`src/rtl/uart_rx_mmio.sv`:
```
`default_nettype none
// uart_rx_mmio: 8N1 serial receiver feeding a small byte FIFO that is read as a
// memory-mapped load word, with per-byte interrupt pulse and sticky error flags.
module uart_rx_mmio #(
  parameter int CLKS_PER_BIT = 16,
  parameter int FIFO_DEPTH   = 4
) (
  input  logic        clk,
  input  logic        rst,
  input  logic        rx,
  input  logic        uart_read_end,
  output logic [31:0] rx_data,
  output logic        rx_valid,
  output logic        int_sig,
  output logic        overrun,
  output logic        frame_err
);

  localparam int CW = $clog2(CLKS_PER_BIT);
  localparam int PW = $clog2(FIFO_DEPTH);
  localparam logic [CW-1:0] HALF_M1 = CW'(CLKS_PER_BIT / 2 - 1);
  localparam logic [CW-1:0] FULL_M1 = CW'(CLKS_PER_BIT - 1);
  localparam logic [PW:0]   DEPTH   = (PW + 1)'(FIFO_DEPTH);

  typedef enum logic [1:0] {IDLE, START, DATA, STOP} state_t;

  logic sync1;
  logic rxs;

  always_ff @(posedge clk or negedge rst) begin
    if (!rst) begin
      sync1 <= 1'b1;
      rxs   <= 1'b1;
    end else begin
      sync1 <= rx;
      rxs   <= sync1;
    end
  end

  state_t        state, state_nx;
  logic [CW-1:0] cnt, cnt_nx;
  logic [2:0]    idx, idx_nx;
  logic [7:0]    sh, sh_nx;
  logic          push_req;
  logic          ferr_set;

  always_ff @(posedge clk or negedge rst) begin
    if (!rst) begin
      state <= IDLE;
      cnt   <= '0;
      idx   <= '0;
      sh    <= '0;
    end else begin
      state <= state_nx;
      cnt   <= cnt_nx;
      idx   <= idx_nx;
      sh    <= sh_nx;
    end
  end

  always_comb begin
    state_nx = state;
    cnt_nx   = cnt + CW'(1);
    idx_nx   = idx;
    sh_nx    = sh;
    push_req = 1'b0;
    ferr_set = 1'b0;
    unique case (state)
      IDLE: begin
        cnt_nx = '0;
        if (!rxs) state_nx = START;
      end
      START: begin
        // A start bit that is high again at mid-bit was only a glitch.
        if (cnt == HALF_M1) begin
          cnt_nx   = '0;
          idx_nx   = '0;
          state_nx = rxs ? IDLE : DATA;
        end
      end
      DATA: begin
        if (cnt == FULL_M1) begin
          cnt_nx = '0;
          sh_nx  = {rxs, sh[7:1]};
          idx_nx = idx + 3'd1;
          if (idx == 3'd7) state_nx = STOP;
        end
      end
      STOP: begin
        if (cnt == FULL_M1) begin
          cnt_nx   = '0;
          state_nx = IDLE;
          if (rxs) push_req = 1'b1;
          else     ferr_set = 1'b1;
        end
      end
      default: state_nx = IDLE;
    endcase
  end

  logic [7:0]    mem [FIFO_DEPTH];
  logic [PW-1:0] rp, wp, rp_nx;
  logic [PW:0]   count, count_nx;
  logic          pop;
  logic          full;
  logic          push_ok;
  logic          push_rej;
  logic [7:0]    head_nx;

  assign pop      = uart_read_end && rx_valid;
  assign full     = (count == DEPTH);
  assign push_ok  = push_req && (!full || pop);
  assign push_rej = push_req && full && !pop;
  assign rp_nx    = pop ? rp + PW'(1) : rp;

  always_comb begin
    count_nx = count;
    if (push_ok && !pop)      count_nx = count + (PW + 1)'(1);
    else if (!push_ok && pop) count_nx = count - (PW + 1)'(1);
  end

  // Forward the incoming byte when it lands in the slot that becomes the head.
  always_comb begin
    head_nx = mem[rp_nx];
    if (push_ok && (rp_nx == wp)) head_nx = sh;
  end

  always_ff @(posedge clk) begin
    if (push_ok) mem[wp] <= sh;
  end

  always_ff @(posedge clk or negedge rst) begin
    if (!rst) begin
      rp        <= '0;
      wp        <= '0;
      count     <= '0;
      rx_data   <= '0;
      rx_valid  <= 1'b0;
      int_sig   <= 1'b0;
      overrun   <= 1'b0;
      frame_err <= 1'b0;
    end else begin
      rp       <= rp_nx;
      count    <= count_nx;
      if (push_ok) wp <= wp + PW'(1);
      rx_valid <= (count_nx != '0);
      rx_data  <= (count_nx != '0) ? {24'b0, head_nx} : 32'h0;
      int_sig  <= push_ok;
      // A new error in the same cycle as a pop leaves the flag set.
      if (push_rej)  overrun <= 1'b1;
      else if (pop)  overrun <= 1'b0;
      if (ferr_set)  frame_err <= 1'b1;
      else if (pop)  frame_err <= 1'b0;
    end
  end

endmodule
`default_nettype wire

```
`config.mk`:
```
export PLATFORM = sky130hd
export DESIGN_NAME = uart_rx_mmio
export DESIGN_NICKNAME = d
export VERILOG_FILES = /design/src/rtl/uart_rx_mmio.sv
export SDC_FILE = /design/constraint.sdc
export NUM_CORES = 1
export LEC_CHECK = 0
export CAP_MARGIN = 20
export CORE_MARGIN = 1.5
export CORE_UTILIZATION = 51
export DETAILED_ROUTE_END_ITERATION = 12
export PLACE_DENSITY = 0.79
export SETUP_SLACK_MARGIN = 0.3
export SKIP_LAST_GASP = 1
export SYNTH_ARGS = -nofsm -noshare
export SYNTH_HDL_FRONTEND = slang
export SYNTH_SLANG_ARGS = --single-unit
```
`constraint.sdc`:
```
create_clock -name clk -period 2.08 [get_ports clk]
set_input_delay 0.208 -clock clk [delete_from_list [all_inputs] [get_ports clk]]
set_output_delay 0.208 -clock clk [all_outputs]
set_load 0.05 [all_outputs]
```
==> After elaboration in Yosys (flattened, before gate mapping) <==
Memory sizes are Yosys's and may differ from the RTL's.
Index checks and enable logic that the tools add are counted.
{ "classes": {"add_sub_neg": 6, "mul": 0, "div_mod_pow": 0, "order_cmp": 0, "eq_ne": 13, "n_shift": 0, "muxes": 29, "n_bitwise": 0, "reduce_logical": 20} }
{ "op_table": {"columns": ["op", "count"], "rows": [
  ["two-way mux 8 bit", 2],
  ["two-way mux 2 bit", 7],
  ["two-way mux 3 bit", 4],
  ["case mux 4 bit (3 select lines)", 1],
  ["two-way mux 1 bit", 11],
  ["inequality test 2 bit (second input constant)", 5],
  ["two-way mux 4 bit", 2],
  ["case mux 2 bit (4 select lines)", 1],
  ["logical AND 1 bit", 7],
  ["adder 3 x 1 -> 3 bit (second input constant)", 2],
  ["== test 3 bit (second input constant)", 2],
  ["case mux 3 bit (2 select lines)", 1],
  ["nonzero test 2 bit", 3],
  ["AND reduction 5 bit", 1],
  ["adder 2 x 1 -> 2 bit (second input constant)", 2],
  ["adder 4 x 1 -> 4 bit (second input constant)", 1],
  ["== test 2 bit (second input constant)", 2],
  ["== test 4 x 3 -> 1 bit (second input constant)", 1],
  ["== test 4 bit (second input constant)", 1],
  ["logical NOT 1 bit", 3],
  ["AND reduction 3 bit", 1],
  ["nonzero test 3 bit", 1],
  ["subtractor 3 x 1 -> 3 bit (second input constant)", 1],
  ["== test 2 x 1 -> 1 bit (second input constant)", 1],
  ["5 further kinds", 5]
]} }
{ "totals": {"reg_bits": 38, "latchBits": 0, "ram_bits": 32, "rom_bits": 0, "out_inout_bits": 36, "memories": 1} }
{ "memory_table": {"columns": ["name", "words", "word_bits", "read_ports", "rd_clocked_by_memory_dff", "wr", "line", "rtl"], "rows": [
  ["mem", 4, 8, 1, 0, 1, "101", "logic [7:0] mem [FIFO_DEPTH];"]
]} }

==> Longest topological paths before layout <==
{ "logic_depth": {"depth_word": 10, "ltp_mapped": 9, "depth_no_buf": 8} }

==> Worst setup path after synthesis <==
No wires, ideal clock.
{ "synth_path": {"path_type": "reg2reg", "startpoint": "register rx_valid", "endpoint": "memory mem[1][0], enable pin", "arrival_ns": 1.706, "required_ns": 1.748, "path_slack_ns": 0.042, "stages_incl_launch_ff": 5, "n_path_buf": 1, "period_less_slack_ns": 2.038, "path_cell_list": "dfrtp_1 -> nand2_1 -> buf_2 -> a31oi_2 -> and2_1"} }
{ "synth_via": {"elab_chain_len": 5} }
{ "synth_rtl": {"columns": ["element", "line", "rtl"], "rows": [
  ["from (decl)", "13", "output logic rx_valid,"],
  ["from (signal assigned)", "146", "rx_valid <= (count_nx != '0);"],
  ["logical AND 1 bit", "110", "assign pop = uart_read_end && rx_valid;"],
  ["logical OR 1 bit", "112", "assign push_ok = push_req && (!full || pop);"],
  ["logical AND 1 bit", "112", null],
  ["net push_ok", "106", "logic push_ok;"],
  ["two-way mux 1 bit", "129", "if (push_ok) mem[wp] <= sh;"],
  ["two-way mux 1 bit (implied by the code)", "129", null],
  ["to (decl)", "101", null]
]} }
The timed path passes the listed nets, and every way through them passes these cells.

==> Worst setup path in the final report <==
{ "layout_path": {"startpoint": "register count[0]", "endpoint": "register rx_data[0]"} }
{ "layout_via": {"elab_chain_len": 10} }
{ "layout_rtl": {"columns": ["element", "line", "rtl"], "rows": [
  ["from (decl)", "103", "logic [PW:0] count, count_nx;"],
  ["from (signal assigned)", "144", "count <= count_nx;"],
  ["== test 3 bit", "111", "assign full = (count == DEPTH);"],
  ["logical NOT 1 bit", "112", null],
  ["logical OR 1 bit", "112", null],
  ["logical AND 1 bit", "112", null],
  ["logical NOT 1 bit", "119", "else if (!push_ok && pop) count_nx = count - (PW + 1)'(1);"],
  ["logical AND 1 bit", "119", null],
  ["two-way mux 3 bit", "119", null],
  ["two-way mux 3 bit", "118", "if (push_ok && !pop) count_nx = count + (PW + 1)'(1);"],
  ["nonzero test 3 bit", "147", "rx_data <= (count_nx != '0) ? {24'b0, head_nx} : 32'h0;"],
  ["two-way mux 8 bit (*)", "147", null],
  ["to (signal assigned)", "147", null],
  ["to (decl)", "12", "output logic [31:0] rx_data,"]
]} }
Mark *: on every way between the ends. The rest lies on a longest branch, timed or not.
A chain may end at the register's enable or synchronous reset.

==> impl_metrics.env <==
export IMPL_setup_viol=0
export IMPL_yosysUniqueCellTypes=55
export IMPL_grt_pass1_wl_mm=10.8
export IMPL_async_flop_share_pct=54.3
export IMPL_synth_edff_count=32
export IMPL_cts_path_max_buffers=2
export IMPL_gp_congestion=0.884
export IMPL_final_cell_count_no_fill=413
export IMPL_area_growth_pct=17.4
export IMPL_clk_pin_slew_worst_paths_ns=0.07
export IMPL_period_minus_slack_ns=1.96
export IMPL_post_place_cells=389
export IMPL_crit_buf_inv=2
export IMPL_core_region_area_mm2=0.00676
export IMPL_fmax_mhz=510
export IMPL_arrival_ns=2.18
export IMPL_power_density_mw_per_mm2=1320
export IMPL_overflow=0
export IMPL_cts_tree="yes"
export IMPL_max_cap_viol_count=0
export IMPL_antenna_found_initial=0
export IMPL_required_ns=2.30
export IMPL_layout_common_cells="35 x dfrtp_1, 32 x edfxtp_1, 31 x buf_4"
export IMPL_numCtsBuffers=9
export IMPL_critical_path_top_delay_family="compound AO/OA/AOI/OAI gates"
export IMPL_n_antenna_cell=0
export IMPL_endpoint_kind="flop"
export IMPL_drive_gt1_share_pct=30.3
export IMPL_fin_skew_ns=0.0118
export IMPL_min_period_over_period_pct=94.3
export IMPL_path_cells="inv_2, ha_4, a22o_4, or3_1, mux2_4, a21oi_4, inv_4, o221a_2"
export IMPL_critPathKind="flop to flop"
export IMPL_io_pins=40
export IMPL_grt_pass1_vias=2249
export IMPL_vias=2338
export IMPL_port_buffer_count=15
export IMPL_cp_max_fo=8
export IMPL_hold_viol=0
export IMPL_cts_htree_levels=3
export IMPL_netlist_area_mm2=0.00354
export IMPL_worst_pin_slew_ns=0.545
export IMPL_viasPerCell=5.66
export IMPL_fp_row_count=30
export IMPL_clk_latency_ns=0.33
export IMPL_wirelength_mm=6.48
export IMPL_slew_headroom_pct=63.5
export IMPL_final_util_pct=61.6
export IMPL_dieArea_mm2=0.00746
export IMPL_chipHeight_um=86.4
export IMPL_synth_main_ff_cell="dfrtp_1"
export IMPL_start_kind="flop"
export IMPL_netlist_instances=287
export IMPL_grt_max_degree=39
export IMPL_grt_usage_pct=19.1
export IMPL_synth_seq_cells=70
export IMPL_slowest_stage="dfrtp_1"
export IMPL_drtIter0Drc=194
export IMPL_dp_hpwl_mm=4.29
export IMPL_firstDrtPassIters=4
export IMPL_drcViolationCount=0
export IMPL_slew_violations=0
export IMPL_synth_seq_area_share_pct=54.0
export IMPL_clkSinkCount=70
export IMPL_final_common_cell="dfrtp_1"
export IMPL_p_leak_uw=0.00170
export IMPL_vdd_drop_max_v=0.000543
export IMPL_critical_path_max_stage_delay_ns=0.38
export IMPL_chipWidth_um=86.4
export IMPL_ant_nets=0
export IMPL_root_buffer="clkbuf_8"
export IMPL_outcome="finished clean"
export IMPL_rsz0062_at_grt="true"
export IMPL_syn_avg_cell_area_um2=12.3
export IMPL_yosys_warnings=0
export IMPL_nNetsFinal=342
export IMPL_initial_core_util_pct=52.4
export IMPL_min_path_type="input port to flop"
export IMPL_post_drt_wl_per_cell_um=15.7
-- per-stage QoR --
step	worst slack [ns]	power (uW)	setup TNS [ns]	hold slack, ns	instance area, um^2
global route	0.0591	5830	0	0.277	4160
detailed placement	-0.130	4350	-0.934	0.288	3840
floorplan	0.203	3760	0	-0.0876	3690
CTS	0.148	5420	0	0.267	4110
global placement	-0.0851	4310	-0.636	0.277	3840
finish	0.119	5500	0	0.283	4160
-- power by group --
group	leakage (uW)	internal [uW]	switching [uW]
Combinational	0.000815	1170	1550
Sequential	0.000797	1680	198
Clock	0.0000841	430	469
Total	0.00170	3280	2220
-- cell families after synthesis --
group                    Yosys count  share of synthesized area [%]
AO/OA/AOI/OAI                     72                           16.6
flip-flops                        70                           54.0
AND/OR/NAND/NOR                   62                           10.0
buffers and inverters             48                           8.51
multiplexers                      17                           5.47
adder cells (fa/ha/maj)           10                           3.53
XOR/XNOR                           7                           1.73
other                              1                          0.106
-- state kept, by name, summed over array words and instances (netlist names), named ones only --
| register | flops |
|---|---|
| mem | 32 |
| rx_data | 8 |
| sh | 8 |
| cnt | 4 |
| count | 3 |
| idx | 3 |
| rp | 2 |
| wp | 2 |
| frame_err | 1 |
| int_sig | 1 |
| overrun | 1 |
| rx_valid | 1 |
| rxs | 1 |
| state | 1 |
| sync1 | 1 |
-- final timing paths --
kind,from,endpoint,slack [ns],depth (start not counted)
hold / removal,rx,sync1,0.28,1
setup / recovery,count[0],rx_data[0],0.12,8
hold reg to reg,sync1,rxs,0.36,0
min in group asynchronous,rst,cnt[2],0.44,3
max in group asynchronous,rst,rx_valid,1.26,3
setup reg to reg,count[0],rx_data[0],0.12,8
-- worst reg2reg max path, cell delays in order (launching register included) --
cell and delay, ns:
dfrtp_1 0.38, inv_2 0.06, ha_4 0.16, a22o_4 0.25, or3_1 0.32, mux2_4 0.29
a21oi_4 0.19, inv_4 0.08, o221a_2 0.12
-- metal layers --
layer	share of wire, %	GRT usage, %	vias to the layer above	routed length (um)
met4	1.8	7.92	0	118
met2	49	31.3	89	3190
li1	-	-	1119	-
met3	5.1	4.76	11	329
met1	44	24.4	1119	2850
met5	0	0	-	0
-- area by class of cell --
type | instances | area (um^2)
inverters | 7 | 28.8
clock inverters | 4 | 23.8
flip-flops and latches | 70 | 1920
well taps | 80 | 100
repair buffers | 47 | 387
clock buffers | 12 | 135
multi-input cells | 193 | 1570
fillers | 524 | 2600
-- synthesized netlist by cell type, types with 5 or more instances --
library cell	count	area [um^2]
nor2_1	13	48.8
mux2_2	14	158
a221oi_1	15	131
inv_1	6	22.5
ha_1	10	125
a21oi_1	6	30.0
a31oi_1	10	62.6
and3_1	7	43.8
dfrtp_1	36	901
o21ai_0	11	55.1
o221a_2	7	78.8
buf_2	7	35.0
edfxtp_1	32	961
and2_1	6	37.5
buf_4	30	225
xnor2_1	5	43.8
nand2_1	10	37.5
nor2b_1	9	56.3
-- what timing repair did --
item	CTS	global route
gates resized for setup	14	4
hold buffers	1	0
setup endpoints to repair	51	42
pin swaps	2	1
endpoints found under the hold margin	36	0
cloned	1	0
buffers inserted	3	3
No activity file was read; power rests on OpenSTA's default activity.
